### src/rtl/riscv_lsu_pkg.sv
// Shared types and helpers for the multi-outstanding load/store unit.
// Latency: none (types and pure functions only).
// Backpressure: not applicable.
package riscv_lsu_pkg;

    // Widest destination tag a slot can hold; narrower tags are zero-extended.
    localparam int MaxTagWidth = 8;

    typedef enum logic [1:0] {
        SizeByte   = 2'd0,
        SizeHalf   = 2'd1,
        SizeWord   = 2'd2,
        SizeDouble = 2'd3
    } lsu_size_e;

    // Per-transaction metadata kept from request acceptance until the response pops.
    typedef struct packed {
        logic [MaxTagWidth-1:0] tag;
        lsu_size_e              size;
        logic                   is_signed;
        logic                   we;
        logic [2:0]             offset;
        logic                   err;
    } lsu_slot_t;

    // Byte-enable mask of 2^size bytes starting at byte lane off (8-lane view).
    function automatic logic [7:0] be_gen(input lsu_size_e size, input logic [2:0] off);
        logic [7:0] mask;
        case (size)
            SizeByte: mask = 8'h01;
            SizeHalf: mask = 8'h03;
            SizeWord: mask = 8'h0F;
            default:  mask = 8'hFF;
        endcase
        return mask << off;
    endfunction

endpackage

### src/rtl/riscv_lsu_multi_outstanding_if.sv
// Bundles the EX request/response channel and the data-memory channel of the LSU.
// Latency: none (wires only).
// Backpressure: qready on the request side, pready on the response side, gnt on memory.
interface riscv_lsu_multi_outstanding_if #(
    parameter int DataWidth = 32,
    parameter int AddrWidth = 32,
    parameter int TagWidth  = 5
);
    logic                   lsu_qvalid_i;
    logic                   lsu_qready_o;
    logic [AddrWidth-1:0]   lsu_qaddr_i;
    logic                   lsu_qwrite_i;
    logic [1:0]             lsu_qsize_i;
    logic                   lsu_qsigned_i;
    logic [DataWidth-1:0]   lsu_qdata_i;
    logic [TagWidth-1:0]    lsu_qtag_i;
    logic                   lsu_misaligned_o;
    logic                   lsu_pvalid_o;
    logic                   lsu_pready_i;
    logic [DataWidth-1:0]   lsu_pdata_o;
    logic [TagWidth-1:0]    lsu_ptag_o;
    logic                   lsu_pwrite_o;
    logic                   lsu_perror_o;
    logic                   data_req_o;
    logic                   data_gnt_i;
    logic [AddrWidth-1:0]   data_addr_o;
    logic                   data_we_o;
    logic [DataWidth/8-1:0] data_be_o;
    logic [DataWidth-1:0]   data_wdata_o;
    logic                   data_rvalid_i;
    logic [DataWidth-1:0]   data_rdata_i;
    logic                   data_err_i;

    // LSU side
    modport slave (
        input  lsu_qvalid_i, lsu_qaddr_i, lsu_qwrite_i, lsu_qsize_i, lsu_qsigned_i,
               lsu_qdata_i, lsu_qtag_i, lsu_pready_i, data_gnt_i, data_rvalid_i,
               data_rdata_i, data_err_i,
        output lsu_qready_o, lsu_misaligned_o, lsu_pvalid_o, lsu_pdata_o, lsu_ptag_o,
               lsu_pwrite_o, lsu_perror_o, data_req_o, data_addr_o, data_we_o,
               data_be_o, data_wdata_o
    );

    // Environment side (EX stage plus data memory)
    modport master (
        output lsu_qvalid_i, lsu_qaddr_i, lsu_qwrite_i, lsu_qsize_i, lsu_qsigned_i,
               lsu_qdata_i, lsu_qtag_i, lsu_pready_i, data_gnt_i, data_rvalid_i,
               data_rdata_i, data_err_i,
        input  lsu_qready_o, lsu_misaligned_o, lsu_pvalid_o, lsu_pdata_o, lsu_ptag_o,
               lsu_pwrite_o, lsu_perror_o, data_req_o, data_addr_o, data_we_o,
               data_be_o, data_wdata_o
    );
endinterface

### src/rtl/riscv_lsu_rdata_align.sv
// Shifts the bus word down to the access offset, truncates to size and extends.
// Latency: combinational.
// Backpressure: none.
module riscv_lsu_rdata_align
    import riscv_lsu_pkg::*;
#(
    parameter int DataWidth = 32
) (
    input  logic [DataWidth-1:0] rdata_i,
    input  logic [2:0]           off_i,
    input  lsu_size_e            size_i,
    input  logic                 sign_i,
    output logic [DataWidth-1:0] data_o
);
    localparam int IdxW = $clog2(DataWidth);

    logic [DataWidth-1:0] shifted;
    logic [DataWidth-1:0] keep;
    logic [IdxW-1:0]      msb;
    logic                 ext_bit;

    // Shift, build a keep-mask up to the size MSB, and fill the rest with the extension bit
    always_comb begin
        shifted = rdata_i >> {off_i, 3'b000};
        case (size_i)
            SizeByte: msb = IdxW'(7);
            SizeHalf: msb = IdxW'(15);
            SizeWord: msb = IdxW'(31);
            default:  msb = IdxW'(DataWidth - 1);
        endcase
        keep    = {DataWidth{1'b1}} >> (IdxW'(DataWidth - 1) - msb);
        ext_bit = sign_i & shifted[msb];
        data_o  = (shifted & keep) | ({DataWidth{ext_bit}} & ~keep);
    end

endmodule

### src/rtl/riscv_lsu_multi_outstanding.sv
// Data LSU with up to NumOutstanding in-flight transactions, responses returned in order.
// Latency: request to memory is combinational; response appears one cycle after rvalid.
// Backpressure: request stalls when misaligned, no grant, or all slots are unpopped.
module riscv_lsu_multi_outstanding
    import riscv_lsu_pkg::*;
#(
    parameter int DataWidth      = 32,
    parameter int AddrWidth      = 32,
    parameter int NumOutstanding = 4,
    parameter int TagWidth       = 5
) (
    input  logic                          clk_i,
    input  logic                          rst_ni,
    riscv_lsu_multi_outstanding_if.slave  bus,
    output logic                          busy_o
);
    localparam int OffW  = $clog2(DataWidth / 8);
    localparam int PtrW  = $clog2(NumOutstanding);
    localparam int StrbW = DataWidth / 8;

    logic [PtrW-1:0]           alloc_q, alloc_d, fill_q, fill_d, pop_q, pop_d;
    logic [PtrW:0]             occ_q, occ_d;
    logic [NumOutstanding-1:0] filled_q, filled_d;
    lsu_slot_t                 slot_q  [NumOutstanding];
    lsu_slot_t                 slot_d  [NumOutstanding];
    logic [DataWidth-1:0]      rdata_q [NumOutstanding];
    logic [DataWidth-1:0]      rdata_d [NumOutstanding];

    lsu_size_e            req_size;
    logic [2:0]           req_off;
    logic [2:0]           size_mask;
    logic                 misaligned;
    logic                 req;
    logic                 qready;
    logic                 pvalid;
    logic                 pop;
    lsu_slot_t            cur;
    logic [DataWidth-1:0] aligned;
    logic                 fill_pending;

    // Decode the head request: offset, alignment check and slot availability
    always_comb begin
        req_size = lsu_size_e'(bus.lsu_qsize_i);
        req_off  = 3'(bus.lsu_qaddr_i[OffW-1:0]);
        case (req_size)
            SizeByte: size_mask = 3'b000;
            SizeHalf: size_mask = 3'b001;
            SizeWord: size_mask = 3'b011;
            default:  size_mask = 3'b111;
        endcase
        misaligned = bus.lsu_qvalid_i & (|(req_off & size_mask));
        req        = bus.lsu_qvalid_i & ~misaligned & (occ_q != (PtrW + 1)'(NumOutstanding));
        qready     = req & bus.data_gnt_i;
    end

    assign bus.lsu_misaligned_o = misaligned;
    assign bus.data_req_o       = req;
    assign bus.lsu_qready_o     = qready;
    assign bus.data_addr_o      = req ? {bus.lsu_qaddr_i[AddrWidth-1:OffW], {OffW{1'b0}}} : '0;
    assign bus.data_we_o        = req & bus.lsu_qwrite_i;
    assign bus.data_be_o        = req ? StrbW'(be_gen(req_size, req_off)) : '0;
    assign bus.data_wdata_o     = req ? (bus.lsu_qdata_i << {req_off, 3'b000}) : '0;

    // Pop side: head slot is registered, so pvalid never depends on rvalid this cycle
    assign cur    = slot_q[pop_q];
    assign pvalid = filled_q[pop_q];
    assign pop    = pvalid & bus.lsu_pready_i;

    riscv_lsu_rdata_align #(
        .DataWidth (DataWidth)
    ) u_rdata_align (
        .rdata_i (rdata_q[pop_q]),
        .off_i   (cur.offset),
        .size_i  (cur.size),
        .sign_i  (cur.is_signed),
        .data_o  (aligned)
    );

    assign bus.lsu_pvalid_o = pvalid;
    assign bus.lsu_ptag_o   = pvalid ? TagWidth'(cur.tag) : '0;
    assign bus.lsu_pwrite_o = pvalid & cur.we;
    assign bus.lsu_perror_o = pvalid & cur.err;
    assign bus.lsu_pdata_o  = (pvalid & ~cur.we & ~cur.err) ? aligned : '0;

    assign busy_o = (occ_q != '0) | req;

    // Ring update: allocate on grant, fill on rvalid, retire on pop (any combination per cycle)
    always_comb begin
        alloc_d  = alloc_q;
        fill_d   = fill_q;
        pop_d    = pop_q;
        filled_d = filled_q;
        slot_d   = slot_q;
        rdata_d  = rdata_q;
        if (qready) begin
            slot_d[alloc_q] = '{tag:       MaxTagWidth'(bus.lsu_qtag_i),
                                size:      req_size,
                                is_signed: bus.lsu_qsigned_i,
                                we:        bus.lsu_qwrite_i,
                                offset:    req_off,
                                err:       1'b0};
            alloc_d = alloc_q + PtrW'(1);
        end
        if (pop) begin
            filled_d[pop_q] = 1'b0;
            pop_d           = pop_q + PtrW'(1);
        end
        if (bus.data_rvalid_i) begin
            rdata_d[fill_q]    = bus.data_rdata_i;
            slot_d[fill_q].err = bus.data_err_i;
            filled_d[fill_q]   = 1'b1;
            fill_d             = fill_q + PtrW'(1);
        end
        occ_d = occ_q + (PtrW + 1)'(qready) - (PtrW + 1)'(pop);
    end

    // State registers; reset discards every in-flight slot
    always_ff @(posedge clk_i or negedge rst_ni) begin
        if (!rst_ni) begin
            alloc_q  <= '0;
            fill_q   <= '0;
            pop_q    <= '0;
            occ_q    <= '0;
            filled_q <= '0;
            for (int i = 0; i < NumOutstanding; i++) begin
                slot_q[i]  <= '0;
                rdata_q[i] <= '0;
            end
        end else begin
            alloc_q  <= alloc_d;
            fill_q   <= fill_d;
            pop_q    <= pop_d;
            occ_q    <= occ_d;
            filled_q <= filled_d;
            slot_q   <= slot_d;
            rdata_q  <= rdata_d;
        end
    end

    // An allocated-but-unfilled slot exists; pointer equality is disambiguated by occupancy
    assign fill_pending = (fill_q != alloc_q) |
                          ((occ_q == (PtrW + 1)'(NumOutstanding)) & ~filled_q[fill_q]);

    a_rvalid_expected: assert property (@(posedge clk_i) disable iff (!rst_ni)
        bus.data_rvalid_i |-> fill_pending);
    a_no_double_on_32: assert property (@(posedge clk_i) disable iff (!rst_ni)
        !(bus.lsu_qvalid_i && (DataWidth == 32) && (bus.lsu_qsize_i == 2'd3)));
    a_addr_known: assert property (@(posedge clk_i) disable iff (!rst_ni)
        bus.data_req_o |-> !$isunknown(bus.data_addr_o));

endmodule

### src/flat_wrapper.sv
// flat-port wrapper written by rule: the top's interface ports become plain ports
module riscv_lsu_multi_outstanding_flat import riscv_lsu_pkg::*;
#(
    parameter int DataWidth      = 32,
    parameter int AddrWidth      = 32,
    parameter int NumOutstanding = 4,
    parameter int TagWidth       = 5
)
  (clk_i, rst_ni, busy_o, bus_lsu_qvalid_i, bus_lsu_qaddr_i, bus_lsu_qwrite_i, bus_lsu_qsize_i, bus_lsu_qsigned_i, bus_lsu_qdata_i, bus_lsu_qtag_i, bus_lsu_pready_i, bus_data_gnt_i, bus_data_rvalid_i, bus_data_rdata_i, bus_data_err_i, bus_lsu_qready_o, bus_lsu_misaligned_o, bus_lsu_pvalid_o, bus_lsu_pdata_o, bus_lsu_ptag_o, bus_lsu_pwrite_o, bus_lsu_perror_o, bus_data_req_o, bus_data_addr_o, bus_data_we_o, bus_data_be_o, bus_data_wdata_o);
  riscv_lsu_multi_outstanding_if #(.DataWidth(DataWidth), .AddrWidth(AddrWidth), .TagWidth(TagWidth)) bus_i ();
  input  logic clk_i;
  input  logic rst_ni;
  output logic busy_o;
  input wire logic [$bits(bus_i.lsu_qvalid_i)-1:0] bus_lsu_qvalid_i;
  input wire logic [$bits(bus_i.lsu_qaddr_i)-1:0] bus_lsu_qaddr_i;
  input wire logic [$bits(bus_i.lsu_qwrite_i)-1:0] bus_lsu_qwrite_i;
  input wire logic [$bits(bus_i.lsu_qsize_i)-1:0] bus_lsu_qsize_i;
  input wire logic [$bits(bus_i.lsu_qsigned_i)-1:0] bus_lsu_qsigned_i;
  input wire logic [$bits(bus_i.lsu_qdata_i)-1:0] bus_lsu_qdata_i;
  input wire logic [$bits(bus_i.lsu_qtag_i)-1:0] bus_lsu_qtag_i;
  input wire logic [$bits(bus_i.lsu_pready_i)-1:0] bus_lsu_pready_i;
  input wire logic [$bits(bus_i.data_gnt_i)-1:0] bus_data_gnt_i;
  input wire logic [$bits(bus_i.data_rvalid_i)-1:0] bus_data_rvalid_i;
  input wire logic [$bits(bus_i.data_rdata_i)-1:0] bus_data_rdata_i;
  input wire logic [$bits(bus_i.data_err_i)-1:0] bus_data_err_i;
  output wire logic [$bits(bus_i.lsu_qready_o)-1:0] bus_lsu_qready_o;
  output wire logic [$bits(bus_i.lsu_misaligned_o)-1:0] bus_lsu_misaligned_o;
  output wire logic [$bits(bus_i.lsu_pvalid_o)-1:0] bus_lsu_pvalid_o;
  output wire logic [$bits(bus_i.lsu_pdata_o)-1:0] bus_lsu_pdata_o;
  output wire logic [$bits(bus_i.lsu_ptag_o)-1:0] bus_lsu_ptag_o;
  output wire logic [$bits(bus_i.lsu_pwrite_o)-1:0] bus_lsu_pwrite_o;
  output wire logic [$bits(bus_i.lsu_perror_o)-1:0] bus_lsu_perror_o;
  output wire logic [$bits(bus_i.data_req_o)-1:0] bus_data_req_o;
  output wire logic [$bits(bus_i.data_addr_o)-1:0] bus_data_addr_o;
  output wire logic [$bits(bus_i.data_we_o)-1:0] bus_data_we_o;
  output wire logic [$bits(bus_i.data_be_o)-1:0] bus_data_be_o;
  output wire logic [$bits(bus_i.data_wdata_o)-1:0] bus_data_wdata_o;
  assign bus_i.lsu_qvalid_i = bus_lsu_qvalid_i;
  assign bus_i.lsu_qaddr_i = bus_lsu_qaddr_i;
  assign bus_i.lsu_qwrite_i = bus_lsu_qwrite_i;
  assign bus_i.lsu_qsize_i = bus_lsu_qsize_i;
  assign bus_i.lsu_qsigned_i = bus_lsu_qsigned_i;
  assign bus_i.lsu_qdata_i = bus_lsu_qdata_i;
  assign bus_i.lsu_qtag_i = bus_lsu_qtag_i;
  assign bus_i.lsu_pready_i = bus_lsu_pready_i;
  assign bus_i.data_gnt_i = bus_data_gnt_i;
  assign bus_i.data_rvalid_i = bus_data_rvalid_i;
  assign bus_i.data_rdata_i = bus_data_rdata_i;
  assign bus_i.data_err_i = bus_data_err_i;
  assign bus_lsu_qready_o = bus_i.lsu_qready_o;
  assign bus_lsu_misaligned_o = bus_i.lsu_misaligned_o;
  assign bus_lsu_pvalid_o = bus_i.lsu_pvalid_o;
  assign bus_lsu_pdata_o = bus_i.lsu_pdata_o;
  assign bus_lsu_ptag_o = bus_i.lsu_ptag_o;
  assign bus_lsu_pwrite_o = bus_i.lsu_pwrite_o;
  assign bus_lsu_perror_o = bus_i.lsu_perror_o;
  assign bus_data_req_o = bus_i.data_req_o;
  assign bus_data_addr_o = bus_i.data_addr_o;
  assign bus_data_we_o = bus_i.data_we_o;
  assign bus_data_be_o = bus_i.data_be_o;
  assign bus_data_wdata_o = bus_i.data_wdata_o;
  riscv_lsu_multi_outstanding #(.DataWidth(DataWidth), .AddrWidth(AddrWidth), .NumOutstanding(NumOutstanding), .TagWidth(TagWidth)) u_core (.clk_i(clk_i), .rst_ni(rst_ni), .bus(bus_i), .busy_o(busy_o));
endmodule
### config.mk
export PLATFORM = sky130hd
export DESIGN_NAME = riscv_lsu_multi_outstanding_flat
export DESIGN_NICKNAME = d
export VERILOG_FILES = /design/src/rtl/riscv_lsu_pkg.sv /design/src/rtl/riscv_lsu_multi_outstanding_if.sv /design/src/rtl/riscv_lsu_rdata_align.sv /design/src/rtl/riscv_lsu_multi_outstanding.sv /design/src/flat_wrapper.sv
export SDC_FILE = /design/constraint.sdc
export NUM_CORES = 1
export LEC_CHECK = 0
export ABC_AREA = 0
export CAP_MARGIN = 5
export CORE_MARGIN = 4
export CORE_UTILIZATION = 57
export CTS_BUF_LIST = sky130_fd_sc_hd__clkbuf_4 sky130_fd_sc_hd__clkbuf_8
export DETAILED_ROUTE_END_ITERATION = 10
export PLACE_DENSITY = 0.95
export SETUP_SLACK_MARGIN = 0.02
export SYNTH_ARGS = -nofsm -noshare
export SYNTH_HDL_FRONTEND = slang
export SYNTH_SLANG_ARGS = --single-unit
### constraint.sdc
create_clock -name clk_i -period 5.15 [get_ports clk_i]
set_input_delay 0.515 -clock clk_i [delete_from_list [all_inputs] [get_ports clk_i]]
set_output_delay 0.515 -clock clk_i [all_outputs]
set_load 0.02 [all_outputs]
-- After elaboration in Yosys (flattened, before gate mapping)
Cells that the tools add are included.
- reductions and logical operators: 8
- eq/ne operators: 4
- bitwise operators: 26
- shift operators: 4
- order comparisons: 10
- add/subtract/negate cells: 6
- multiplexer cells: 35
- operators with widths (kind ; number):
    32-bit 2-to-1 mux ; 6
    128-bit bitwise mux ; 1
    64-bit bitwise mux ; 2
    64-bit 2-to-1 mux ; 2
    32-bit bitwise AND ; 2
    32-bit binary-select mux with 2-bit select ; 1
    16-bit demux with 2-bit select ; 2
    32-bit demux with 2-bit select ; 1
    16-bit binary-select mux with 2-bit select ; 1
    32-bit NOT ; 1
    32-bit bitwise OR ; 1
    32-bit by 5-bit left shift with 32-bit output ; 1
    32-bit by 5-bit right shift with 32-bit output, first input constant ; 1
    32-bit by 6-bit right shift with 32-bit output ; 1
    13-bit 2-to-1 mux ; 2
    8-bit one-hot mux with 3 select lines ; 1
    16-bit 2-to-1 mux ; 1
    4-bit 2-to-1 mux ; 3
    1-bit bitwise AND ; 11
    5-bit one-hot mux with 2 select lines ; 1
    3-bit greater-or-equal comparator, second input constant ; 3
    2-bit NOT with 3-bit output ; 3
    3-bit one-hot mux with 3 select lines ; 1
    8-bit by 2-bit left shift with 4-bit output ; 1
    26 further kinds ; 43
- word-level logic and storage cells: 126
- output and inout port bits: 113
- flip-flop bits (word level): 205
- bits of input ports: 112

-- Longest topological paths before layout
Gate-level depths: netlist (run 1).
- depth after elaboration: 12
- gate-level depth with buffers: 14
- depth with buffers taken out: 12

-- Modules after synthesis
Synthesis (run 1) repeated with hierarchy kept, for this count alone.
- cells, all modules: 802
- area total of the unflattened synthesis: 10356.2 um^2
- by module, submodules not included (module ; instances ; sequential area each (um^2) ; cells an instance ; area each (um^2)):
    riscv_lsu_multi_outstanding ; 1 ; 4729.5 ; 693 ; 9641.7
    riscv_lsu_rdata_align ; 1 ; 0.0 ; 109 ; 714.4

-- Worst setup path before layout (run 1)
OpenSTA, ideal clock, no wires.
- path type: register to register
- from: register u_core.pop_q[0]
- to: register u_core.occ_q[2]
- data arrival time: 2768 ps
- clock period less this slack: 2893 ps
- path slack: 2257 ps
- path buffers: 3
- cell stages (with the launch flop): 13
- setup time: 125 ps
- data required time: 5025 ps
- path through: dfrtp_1 -> buf_6 -> mux4_2 -> clkbuf_1 -> and2_1 -> clkbuf_1 -> ha_1 -> inv_1 -> ha_1 -> inv_1 -> fa_1 -> xnor2_1 -> xnor2_1
- cells in the longest elaborated chain, start to end: 4
- RTL lines (element ; line ; source):
    start: declaration ; riscv_lsu_multi_outstanding.sv:21 ; logic [PtrW-1:0] alloc_q, alloc_d, fill_q, fill_d, pop_q, pop_d;
    start signal: assignment ; riscv_lsu_multi_outstanding.sv:132 ; pop_q <= pop_d;
    1-bit binary-select mux with 2-bit select ; riscv_lsu_multi_outstanding.sv:66 ; assign pvalid = filled_q[pop_q];
    1-bit 2-to-1 mux (not written as such) ; riscv_lsu_multi_outstanding.sv:66 ;
    net bus_lsu_pvalid_o ; flat_wrapper.sv:28 ; output wire logic [$bits(bus_i.lsu_pvalid_o)-1:0] bus_lsu_pvalid_o;
    1-bit bitwise AND ; riscv_lsu_multi_outstanding.sv:67 ; assign pop = pvalid & bus.lsu_pready_i;
    net u_core.pop ; riscv_lsu_multi_outstanding.sv:36 ; logic pop;
    3-bit by 1-bit subtractor with 3-bit output ; riscv_lsu_multi_outstanding.sv:114 ; occ_d = occ_q + (PtrW + 1)'(qready) - (PtrW + 1)'(pop);
    net u_core.occ_d[2] ; riscv_lsu_multi_outstanding.sv:22 ; logic [PtrW:0] occ_q, occ_d;
    end signal: assignment ; riscv_lsu_multi_outstanding.sv:123 ; occ_q <= '0;
    end signal: assignment ; riscv_lsu_multi_outstanding.sv:133 ; occ_q <= occ_d;
    end: declaration ; riscv_lsu_multi_outstanding.sv:22 ;
The timed path passes the listed nets, and every way through them passes these cells. The select of a mux whose other input is x is not followed.
A chain may end at the register's enable or synchronous reset.

-- Worst setup path after layout (run 1)
- from: register u_core.pop_q[0]
- to: output port bus_lsu_pdata_o[23]
- cells in the longest elaborated chain, start to end: 12
- elaborated cells on any way between the ends: 27
- those cells by class: add/sub (1); eq/ne (1); shift (2); mux (12); bitwise (10); reduce/logical (1)
- RTL lines (element ; line ; source):
    2-bit NOT with 3-bit output (not written as such) ; riscv_lsu_multi_outstanding.sv:65, riscv_lsu_multi_outstanding.sv:72 ;
    16-bit binary-select mux with 2-bit select ; riscv_lsu_multi_outstanding.sv:65 ; assign cur = slot_q[pop_q];
    13-bit 2-to-1 mux (not written as such) (2 in a row) ; riscv_lsu_multi_outstanding.sv:65 ;
    2-bit by 1-bit equality test with 1-bit output or 2-bit zero test (tied branches) ; riscv_lsu_rdata_align.sv:25 ; case (size_i)
    5-bit one-hot mux with 2 select lines ; riscv_lsu_rdata_align.sv:25 ;
    5-bit subtractor or 1-bit binary-select mux with 5-bit select (tied branches) ; riscv_lsu_rdata_align.sv:31, riscv_lsu_rdata_align.sv:32 ;
    32-bit by 5-bit right shift with 32-bit output or 1-bit 2-to-1 mux (tied branches) ; riscv_lsu_rdata_align.sv:31, riscv_lsu_rdata_align.sv:32 ;
    32-bit NOT or 1-bit bitwise AND (tied branches) ; riscv_lsu_rdata_align.sv:33, riscv_lsu_rdata_align.sv:32 ;
    32-bit bitwise AND ; riscv_lsu_rdata_align.sv:33 ; data_o = (shifted & keep) | ({DataWidth{ext_bit}} & ~keep);
    32-bit bitwise OR ; riscv_lsu_rdata_align.sv:33 ;
    32-bit 2-to-1 mux (*) ; riscv_lsu_multi_outstanding.sv:83 ; assign bus.lsu_pdata_o = (pvalid & ~cur.we & ~cur.err) ? aligned : '0;
    end: declaration ; flat_wrapper.sv:29 ; output wire logic [$bits(bus_i.lsu_pdata_o)-1:0] bus_lsu_pdata_o;
Mark *: on every way between the ends. The rest lies on a longest branch, timed or not. The select of a mux whose other input is x is not followed.

==> results of run 1 <==
[flip-flops by register name (all words and copies together) (netlist names)]
name,cells
u_core.filled_q,4
u_core.slot_q,48
u_core.pop_q,2
u_core.fill_q,2
u_core.occ_q,3
u_core.rdata_q,128
u_core.alloc_q,2
[kinds of logic after synthesis]
group	Yosys count	synth area share
muxes	252	0.331
DFF	189	0.473
and+or+nand+nor	148	0.0785
AOI/OAI and AO/OA	78	0.0588
buffers and inverters	67	0.0313
adders and majority gates	15	0.0195
xor gates and xnor gates	8	0.00701
other	1	0.000375
[routing by layer]
metal,part of all wire,global-route usage,up-vias
met2,0.51,0.430,283
met5,0,0,-
met1,0.41,0.345,3610
met3,0.062,0.0550,39
li1,-,-,3178
met4,0.018,0.0658,0
[worst min path at each step]
stage                                     end                from  slack (ps)
after floorplan             u_core.alloc_q[0]              rst_ni         220
after global placement     u_core.filled_q[2]  u_core.filled_q[2]         450
after detailed placement   u_core.filled_q[2]  u_core.filled_q[2]         460
after CTS                  u_core.rdata_q[99]              rst_ni         190
after global routing       u_core.rdata_q[69]              rst_ni         210
final                     u_core.rdata_q[101]              rst_ni         140
[stage by stage]
step,cells,cell area (µm²),utilization
floorplan,759,10000,-
global placement,1164,12300,0.716
detailed placement,1164,12300,0.716
CTS,1196,12700,0.739
global route,1197,12700,0.739
finish,1197,12700,0.739
[cell type report]
class / instances / area share
Inverter: 13 / 0.00383
Clock inverter: 13 / 0.0111
Timing Repair Buffer: 234 / 0.182
Clock buffer: 19 / 0.0200
Antenna cell: 1 / 0.000197
Sequential cell: 189 / 0.372
Multi-Input combinational cell: 503 / 0.389
Tap cell: 225 / 0.0221
[synthesized netlist by cell type (11+ instances only)]
| cell type | number |
|---|---|
| a211oi_1 | 30 |
| mux4_2 | 45 |
| nor2b_1 | 16 |
| dfrtp_1 | 189 |
| o21ai_0 | 12 |
| a21oi_1 | 11 |
| inv_1 | 11 |
| nand2_1 | 24 |
| mux2_2 | 182 |
| mux2i_1 | 25 |
| and2_1 | 49 |
| nor2_1 | 33 |
| clkbuf_1 | 32 |
| ha_1 | 14 |
[placed cells by master (no fill, tap or decap), types with 5 or more instances in the layout]
| cell | instances |
|---|---|
| xnor2_1 | 5 |
| o21ai_0 | 12 |
| a21o_1 | 8 |
| and2_1 | 49 |
| dfrtp_1 | 187 |
| a21oi_1 | 11 |
| inv_1 | 11 |
| mux2i_1 | 25 |
| nor3_1 | 10 |
| ha_1 | 14 |
| mux2_2 | 182 |
| clkbuf_8 | 18 |
| clkdlybuf4s50_1 | 221 |
| a221oi_1 | 6 |
| buf_4 | 12 |
| clkinv_4 | 6 |
| nor2_1 | 33 |
| mux4_2 | 45 |
| nor2b_1 | 16 |
| nand2_1 | 24 |
| a211oi_1 | 30 |
[where the power goes]
part,switching [mW],total (mW),leakage [nW],internal (mW)
Combinational,2.36,4.77,2.87,2.41
Clock,0.523,0.975,0.207,0.452
Sequential,0.433,2.67,2.26,2.24
Total,3.32,8.42,5.34,5.10
[worst reg2reg max path: cells and delay by family, from the launching register on]
kind / cells / cell delay [ps]
adders and majority gates: 3 / 770
AOI/OAI and AO/OA: 1 / 590
and+or+nand+nor: 2 / 830
DFF: 1 / 440
buffers and inverters: 3 / 740
xor gates and xnor gates: 2 / 320
==> out/qor.yml, run 1 <==
synthesis:
  yosys_warnings: 0
  syn_area_um2: 10000
  syn_area_per_cell_um2: 13.2
  synth_top_area_share: 0.473
  ys_ff_latch: 189
  ys.flop_type: "dfrtp_1"
  synth-edff-count: 0
  yosysUniqueCellTypes: 41
  synthArstFlopShare: 1.00
  yosysSeqAreaShare: 0.473
  synth_area_leaders: "dfrtp_1 (47%), mux2_2 (21%), mux4_2 (10%), and2_1 (3.1%), mux2i_1 (2.5%)"
  synthCells: 758
  yosys.area.top_type: "dfrtp_1"
worst_setup_path:
  crit_arrival_ps: 4100
  path_class: "reg -> out"
  critPathTopFamily: "compound AO/OA/AOI/OAI gates"
  required_ps: 4640
  slowest_stage: "mux4_2"
  reg2reg_depth: 11
  cp_num_buf_inv: 1
  crit_path_start: "u_core.pop_q[0]"
  worstSetupStartpointType: "register"
  r2r_slack_ps: 1380
  path_depth: 6
  path_cells: "mux4_2 > nor2b_2 > a22oi_4 > a2111o_2 > o21ai_0 > clkdlybuf4s50_1"
  reg2reg_to: "u_core.occ_q[2]"
  endpoint: "bus_lsu_pdata_o[23]"
  critPathCaptureType: "primary output"
  cp_max_fo: 25
  max_stage_delay_ps: 850
  r2r_start: "u_core.occ_q[1]"
clocking:
  clockBufferDepth: 2
  numCtsBuffers: 17
  clkSinkCount: 189
  cts.reportedPaths.clkPinSlew_ps: 100
  cts_resized: 0
  cts_tree: "done"
  htreeDepth: 4
  cts-root-buf: "clkbuf_8"
  insertion_delay_ps: 460
  postCtsHoldBufs: 0
  cts_setup_buffers: 0
grt:
  grt_max_degree: 106
  grt_pass1_wl_um: 40000
  antenna_found_initial: 1
  grt_pass1_vias: 7457
  gr-total-overflow: 0
  grt_usage: 0.257
sta:
  hold_viol_final: 0
  clock_skew_ps: 11.1
  tightest_slew_ps: 958
  min_period_ps: 4610
  finalCritPeriodShare: 0.896
  rsz0062_at_grt: "no"
  hold_ws_ps: 143
  fin_ws_ps: 536
  setup_viol: 0
  max_slew_margin: 0.361
  max_freq_mhz: 217
  setup_tns_ps: 0
  drv_slew: 0
run_status:
  status: "complete, no violations"
pwr:
  power_density_nw_per_um2: 661
  total_power_mw: 8.42
  max-vdd-ir-drop_mv: 0.608
  power.leakage_nw: 5.34
route:
  ant_nets: 0
  first_pass_iters: 5
  route.detailed.drc: 0
  drt-vias-per-instance: 5.94
  detail_route.iter0.violations: 449
  wirelength_um: 25400
  dr_total_vias: 7110
  routedWlPerCell_um: 21.2
floorplan:
  dieHeight_um: 140
  start_util: 0.580
  die-area_um2: 19700
  core_area_um2: 17200
  dieWidth_um: 140
  ioPinCount: 225
  rows: 48
finish:
  nNetsFinal: 1085
  area_growth_syn_to_layout_pct: 27.4
  multi_input_area_um2: 4960
  seq_area_um2: 4730
  num-fill-cells: 1078
  drive_gt1_frac: 0.296
run:
  cap_violations: 0
placement:
  portBuffers: 222
  dp_hpwl_um: 18200
  gp_congestion: 0.888
  dpl_worst_slack_ps: 1020
hold_path:
  hold_class: "in -> async"
Power figures use the tool's default switching activity.
==> run 2: changes to the inputs <==
Settings changed: CORE_ASPECT_RATIO set to 1.75, HOLD_SLACK_MARGIN set to 0.1, TNS_END_PERCENT set to 1.
==> run 2 against run 1 <==
Clock skew increased by 9.4 ps. First-iteration DRC count fell by 1.3%. Combinational power down 0.8%. Utilization up 0.70 points. Non-clock buffer count is 1 higher. Die area rose by 0.42%. Clock power rose by 2%. Critical path depth is 1 higher. Critical path type unchanged. Critical endpoint is now bus_lsu_pdata_o[27]. Largest cell class unchanged. Highest routed layer unchanged.
==> out/qor.yml, run 2 (synthesized netlist as in run 1, its figures left out) <==
run_status:
  status: "complete, no violations"
route:
  detail_route.iter0.violations: 443  # -1.3%
  wirelength_um: 25800  # +1.4%
  route.detailed.drc: 0  # unchanged
  first_pass_iters: 7  # +2
  routedWlPerCell_um: 21.5  # +1.2%
  dr_total_vias: 7118  # +0.11%
  ant_nets: 0  # unchanged
  drt-vias-per-instance: 5.94  # about the same
finish:
  area_growth_syn_to_layout_pct: 27.6
  largestRegisters: "u_core.rdata_q (128), u_core.slot_q (48), u_core.filled_q (4)"
  largest_register_ffs: 128  # unchanged
  nNetsFinal: 1086  # +0.092%
  final_common_cell: "clkdlybuf4s50_1"
  final_cell_mix: "clkdlybuf4s50_1 (221), dfrtp_1 (187), mux2_2 (182), and2_1 (49), mux4_2 (45)"
  largest-register: "u_core.rdata_q"
  drive_gt1_frac: 0.296  # +0.000725
  num-fill-cells: 1107  # +2.7%
  diodes: 0  # -1
sta:
  max_freq_mhz: 217  # +0.29%
  clock_skew_ps: 20.4  # +9.35 ps
  finalCritPeriodShare: 0.893  # -0.00262
  fin_ws_ps: 550  # +13.5 ps
  rsz0062_at_grt: "no"
  max_slew_margin: 0.303  # -0.0582
  setup_viol: 0  # unchanged
  min_period_ps: 4600  # -13.5 ps
  hold_viol_final: 0  # unchanged
  setup_tns_ps: 0  # unchanged
  drv_slew: 0  # unchanged
  tightest_slew_ps: 1050  # +87.3 ps
run:
  cap_violations: 0  # unchanged
worst_setup_path:
  path_class: "reg -> out"
  max_stage_delay_ps: 820  # -30 ps
  critPathCaptureType: "primary output"
  critPathTopFamily: "compound AO/OA/AOI/OAI gates"
  required_ps: 4640  # about the same
  crit_arrival_ps: 4090  # about the same
  slowest_stage: "mux4_2"
  cp_max_fo: 27  # +8.0%
  reg2reg_depth: 11  # unchanged
  cp_num_buf_inv: 2  # +1
  worstSetupStartpointType: "register"
  path_depth: 7  # +1
  path_cells: "buf_4 > mux4_2 > nor2b_2 > a22oi_4 > a2111oi_4 > a21o_1 > clkdlybuf4s50_1"
clocking:
  cts-root-buf: "clkbuf_8"
  cts_tree: "done"
  cts_resized: 0  # unchanged
  clockBufferDepth: 2  # unchanged
  insertion_delay_ps: 470  # about the same
  htreeDepth: 4  # unchanged
  cts.reportedPaths.clkPinSlew_ps: 100  # about the same
  clkSinkCount: 189  # unchanged
  postCtsHoldBufs: 0  # unchanged
  numCtsBuffers: 17  # unchanged
  cts_setup_buffers: 0  # unchanged
floorplan:
  ioPinCount: 225  # unchanged
  die-area_um2: 19800  # +0.42%
  dieHeight_um: 183  # +30%
  start_util: 0.584  # +0.00445
  core_area_um2: 17100  # -0.76%
  rows: 63  # +31%
  dieWidth_um: 108  # -23%
placement:
  gp_congestion: 0.923  # +4.0%
  portBuffers: 222  # unchanged
  dp_hpwl_um: 19000  # +4.2%
  dpl_worst_slack_ps: 999  # -16.0 ps
hold_path:
  hold_class: "in -> async"
grt:
  grt_pass1_vias: 7767  # +4.2%
  antenna_found_initial: 0  # -1
  gr-total-overflow: 0  # unchanged
  grt_usage: 0.268  # +0.0105
  grt_pass1_wl_um: 40800  # +2.0%
  grt_max_degree: 117  # +10%
pwr:
  power.leakage_nw: 5.34  # about the same
  power_density_nw_per_um2: 658  # -0.44%
  max-vdd-ir-drop_mv: 0.465  # -23%
run 2: cell count changes in the layout (fill, tap and decap cells not counted), moves of 3 or more:
cell      previous run  this run
clkinv_2             4         1
clkinv_4             6         2
clkinv_8             0         3
inv_6                1         4
inv_8                0         3
run 2: path summary, 6_finish.rpt:
path	to	startpoint	slack, ps
hold / removal	u_core.slot_q[11]	rst_ni	160
hold reg to reg	u_core.filled_q[1]	u_core.filled_q[1]	500
max in group asynchronous	u_core.rdata_q[46]	rst_ni	3850
setup / recovery	bus_lsu_pdata_o[27]	u_core.pop_q[0]	550
min in group clk_i	u_core.filled_q[1]	u_core.filled_q[1]	500
setup reg to reg	u_core.occ_q[2]	u_core.occ_q[1]	1360
run 2: metrics by stage:
stage | utilization | power, mW | instance area [µm²] | std cells | hold slack, ps
global placement | 0.722 | 7.22 | 12300 | 1167 | 456
detailed placement | 0.722 | 7.41 | 12300 | 1167 | 465
CTS | 0.746 | 8.42 | 12800 | 1199 | 208
global route | 0.746 | 8.88 | 12800 | 1199 | 240
finish | 0.746 | 8.40 | 12800 | 1199 | 158
floorplan | - | 5.83 | 10000 | 759 | 219
run 2: area by class of cell:
cell class / count / area, µm² / share of cell area
Timing Repair Buffer: 235 / 2320 / 0.182
Multi-Input combinational cell: 503 / 4960 / 0.389
Inverter: 13 / 48.8 / 0.00383
Tap cell: 227 / 284 / 0.0223
Sequential cell: 189 / 4730 / 0.371
Clock buffer: 17 / 234 / 0.0183
Clock inverter: 15 / 178 / 0.0139
run 2: per-layer routing:
layer,routed length (µm),vias to the layer above,track usage
li1,-,3167,-
met1,9210,3636,0.299
met2,14400,282,0.500
met3,1570,33,0.0549
met4,612,0,0.0880
met5,0,-,0
run 2: where the power goes:
part / total (mW) / internal (mW) / switching (mW)
clock: 0.992 / 0.411 / 0.582
sequential: 2.67 / 2.24 / 0.436
combinational: 4.73 / 2.42 / 2.31
==> run 3: changes to the inputs <==
Settings changed: PLACE_DENSITY 0.95 to 0.89.
==> run 3 against run 2 <==
Fmax increased by 1.0%. Utilization shrank 0.088 points. Clock skew is 2.1 ps lower. Worst hold slack worse by 52 ps. Combinational power is essentially flat. Critical path type unchanged. Critical endpoint is now bus_lsu_pdata_o[24]. Largest power group unchanged. Highest routed layer unchanged.
==> out/qor.yml, run 3 (synthesized netlist as in run 1, its figures left out) <==
sta:
  setup_viol: 0  # unchanged
  tightest_slew_ps: 865  # -181 ps
  drv_slew: 0  # unchanged
  rsz0062_at_grt: "no"
  hold_viol_final: 0  # unchanged
  max_slew_margin: 0.419  # +0.116
  min_period_ps: 4550  # -47.1 ps
  max_freq_mhz: 220  # +1.0%
  finalCritPeriodShare: 0.884  # -0.00914
  clock_skew_ps: 18.3  # -2.12 ps
  setup_tns_ps: 0  # unchanged
route:
  routedWlPerCell_um: 21.0  # -2.4%
  drt-vias-per-instance: 5.88  # -1.0%
  dr_total_vias: 7046  # -1.0%
  first_pass_iters: 4  # -3
  wirelength_um: 25100  # -2.4%
  detail_route.iter0.violations: 390  # -12%
  ant_nets: 0  # unchanged
  route.detailed.drc: 0  # unchanged
clocking:
  cts_resized: 0  # unchanged
  postCtsHoldBufs: 0  # unchanged
  clockBufferDepth: 2  # unchanged
  cts_setup_buffers: 0  # unchanged
  clkSinkCount: 189  # unchanged
  insertion_delay_ps: 470  # about the same
  numCtsBuffers: 17  # unchanged
  cts_tree: "done"
  cts-root-buf: "clkbuf_8"
  htreeDepth: 4  # unchanged
  cts.reportedPaths.clkPinSlew_ps: 100  # about the same
pwr:
  power_density_nw_per_um2: 655  # -0.47%
  pwr-share-clk: 0.115  # -0.003
  power.leakage_nw: 5.33  # -0.26%
  max-vdd-ir-drop_mv: 0.508  # +9.2%
  intPower_mw: 5.02  # -0.92%
  switching_share: 0.399  # +0.00206
  p_sw_mw: 3.33  # about the same
  combPwrFrac: 0.564  # about the same
  pwr-share-seq: 0.321  # +0.002
finish:
  largest-register: "u_core.rdata_q"
  largest_register_ffs: 128  # unchanged
  area_growth_syn_to_layout_pct: 27.4
  final_util: 0.745  # -0.000878
  largestRegisters: "u_core.rdata_q (128), u_core.slot_q (48), u_core.filled_q (4)"
  drive_gt1_frac: 0.296  # unchanged
  final_cell_mix: "clkdlybuf4s50_1 (221), dfrtp_1 (187), mux2_2 (182), and2_1 (49), mux4_2 (45)"
  nNetsFinal: 1086  # unchanged
  diodes: 0  # unchanged
  postLayoutCellArea_um2: 12700  # -0.12%
  final_common_cell: "clkdlybuf4s50_1"
hold_path:
  hold_class: "in -> async"
grt:
  antenna_found_initial: 0  # unchanged
  gr-total-overflow: 0  # unchanged
  grt_usage: 0.259  # -0.00821
  grt_pass1_wl_um: 39200  # -4.0%
  grt_pass1_vias: 7613  # -2.0%
  grt_max_degree: 92  # -21%
worst_setup_path:
  worstSetupStartpointType: "register"
  cp_max_fo: 18  # -33%
  required_ps: 4640  # about the same
  r2r_slack_ps: 1350  # about the same
  path_class: "reg -> out"
  critPathCaptureType: "primary output"
  crit_arrival_ps: 4040  # -50 ps
run_status:
  status: "complete, no violations"
placement:
  portBuffers: 222  # unchanged
  gp_congestion: 0.905  # -2.0%
  dp_hpwl_um: 18200  # -4.0%
  dpl_cell_area_um2: 12300  # unchanged
floorplan:
  ioPinCount: 225  # unchanged
  core_area_um2: 17100  # unchanged
  dieHeight_um: 183  # unchanged
  die-area_um2: 19800  # unchanged
  rows: 63  # unchanged
  dieWidth_um: 108  # unchanged
  start_util: 0.584  # unchanged
run:
  cap_violations: 0  # unchanged
-- run 3: stage by stage --
stage	setup WS, ps	instances	hold slack [ps]	power (mW)
floorplan	2260	759	219	5.83
global placement	1170	1167	453	7.21
detailed placement	1090	1167	458	7.39
CTS	561	1199	108	8.37
global route	260	1199	139	8.80
finish	597	1199	105	8.35
-- run 3: worst max-delay path: stages, from the launching register on --
cell	delay, ps
dfrtp_2	660
buf_4	430
mux4_2	450
nor3b_2	400
nand3b_1	290
nor2_1	510
a21o_1	220
clkdlybuf4s50_1	610
-- run 3: path summary, 6_finish.rpt --
path,end,from,cells after the start
worst max-delay path,bus_lsu_pdata_o[24],u_core.pop_q[0],7
worst min-delay path,u_core.rdata_q[50],rst_ni,1
worst max register to register,u_core.occ_q[2],u_core.occ_q[1],11
worst min register to register,u_core.filled_q[2],u_core.filled_q[2],2
max in group asynchronous,u_core.rdata_q[57],rst_ni,2
min in group clk_i,u_core.filled_q[2],u_core.filled_q[2],2
-- run 3: cell type report --
cell class / instances / area (µm²)
Multi-Input combinational cell: 503 / 4960
Sequential cell: 189 / 4730
Fill cell: 1075 / 4360
Timing Repair Buffer: 235 / 2320
Tap cell: 227 / 284
Clock buffer: 17 / 234
Clock inverter: 15 / 163
Inverter: 13 / 48.8
-- run 3: layer usage --
layer  track usage  part of all wire
met5             0                 0
met2         0.471              0.54
met1         0.282              0.36
met3        0.0669             0.068
met4         0.110             0.032
-- run 3: power groups by stage --
stage,registers [mW],clock network (mW),logic [mW]
3_3_place_gp,2.63,0,4.58
5_1_grt,2.75,1.04,5.01
4_1_cts,2.67,0.975,4.72
6_report,2.68,0.956,4.71
3_5_place_dp,2.69,0,4.69
2_1_floorplan,2.50,0,3.33
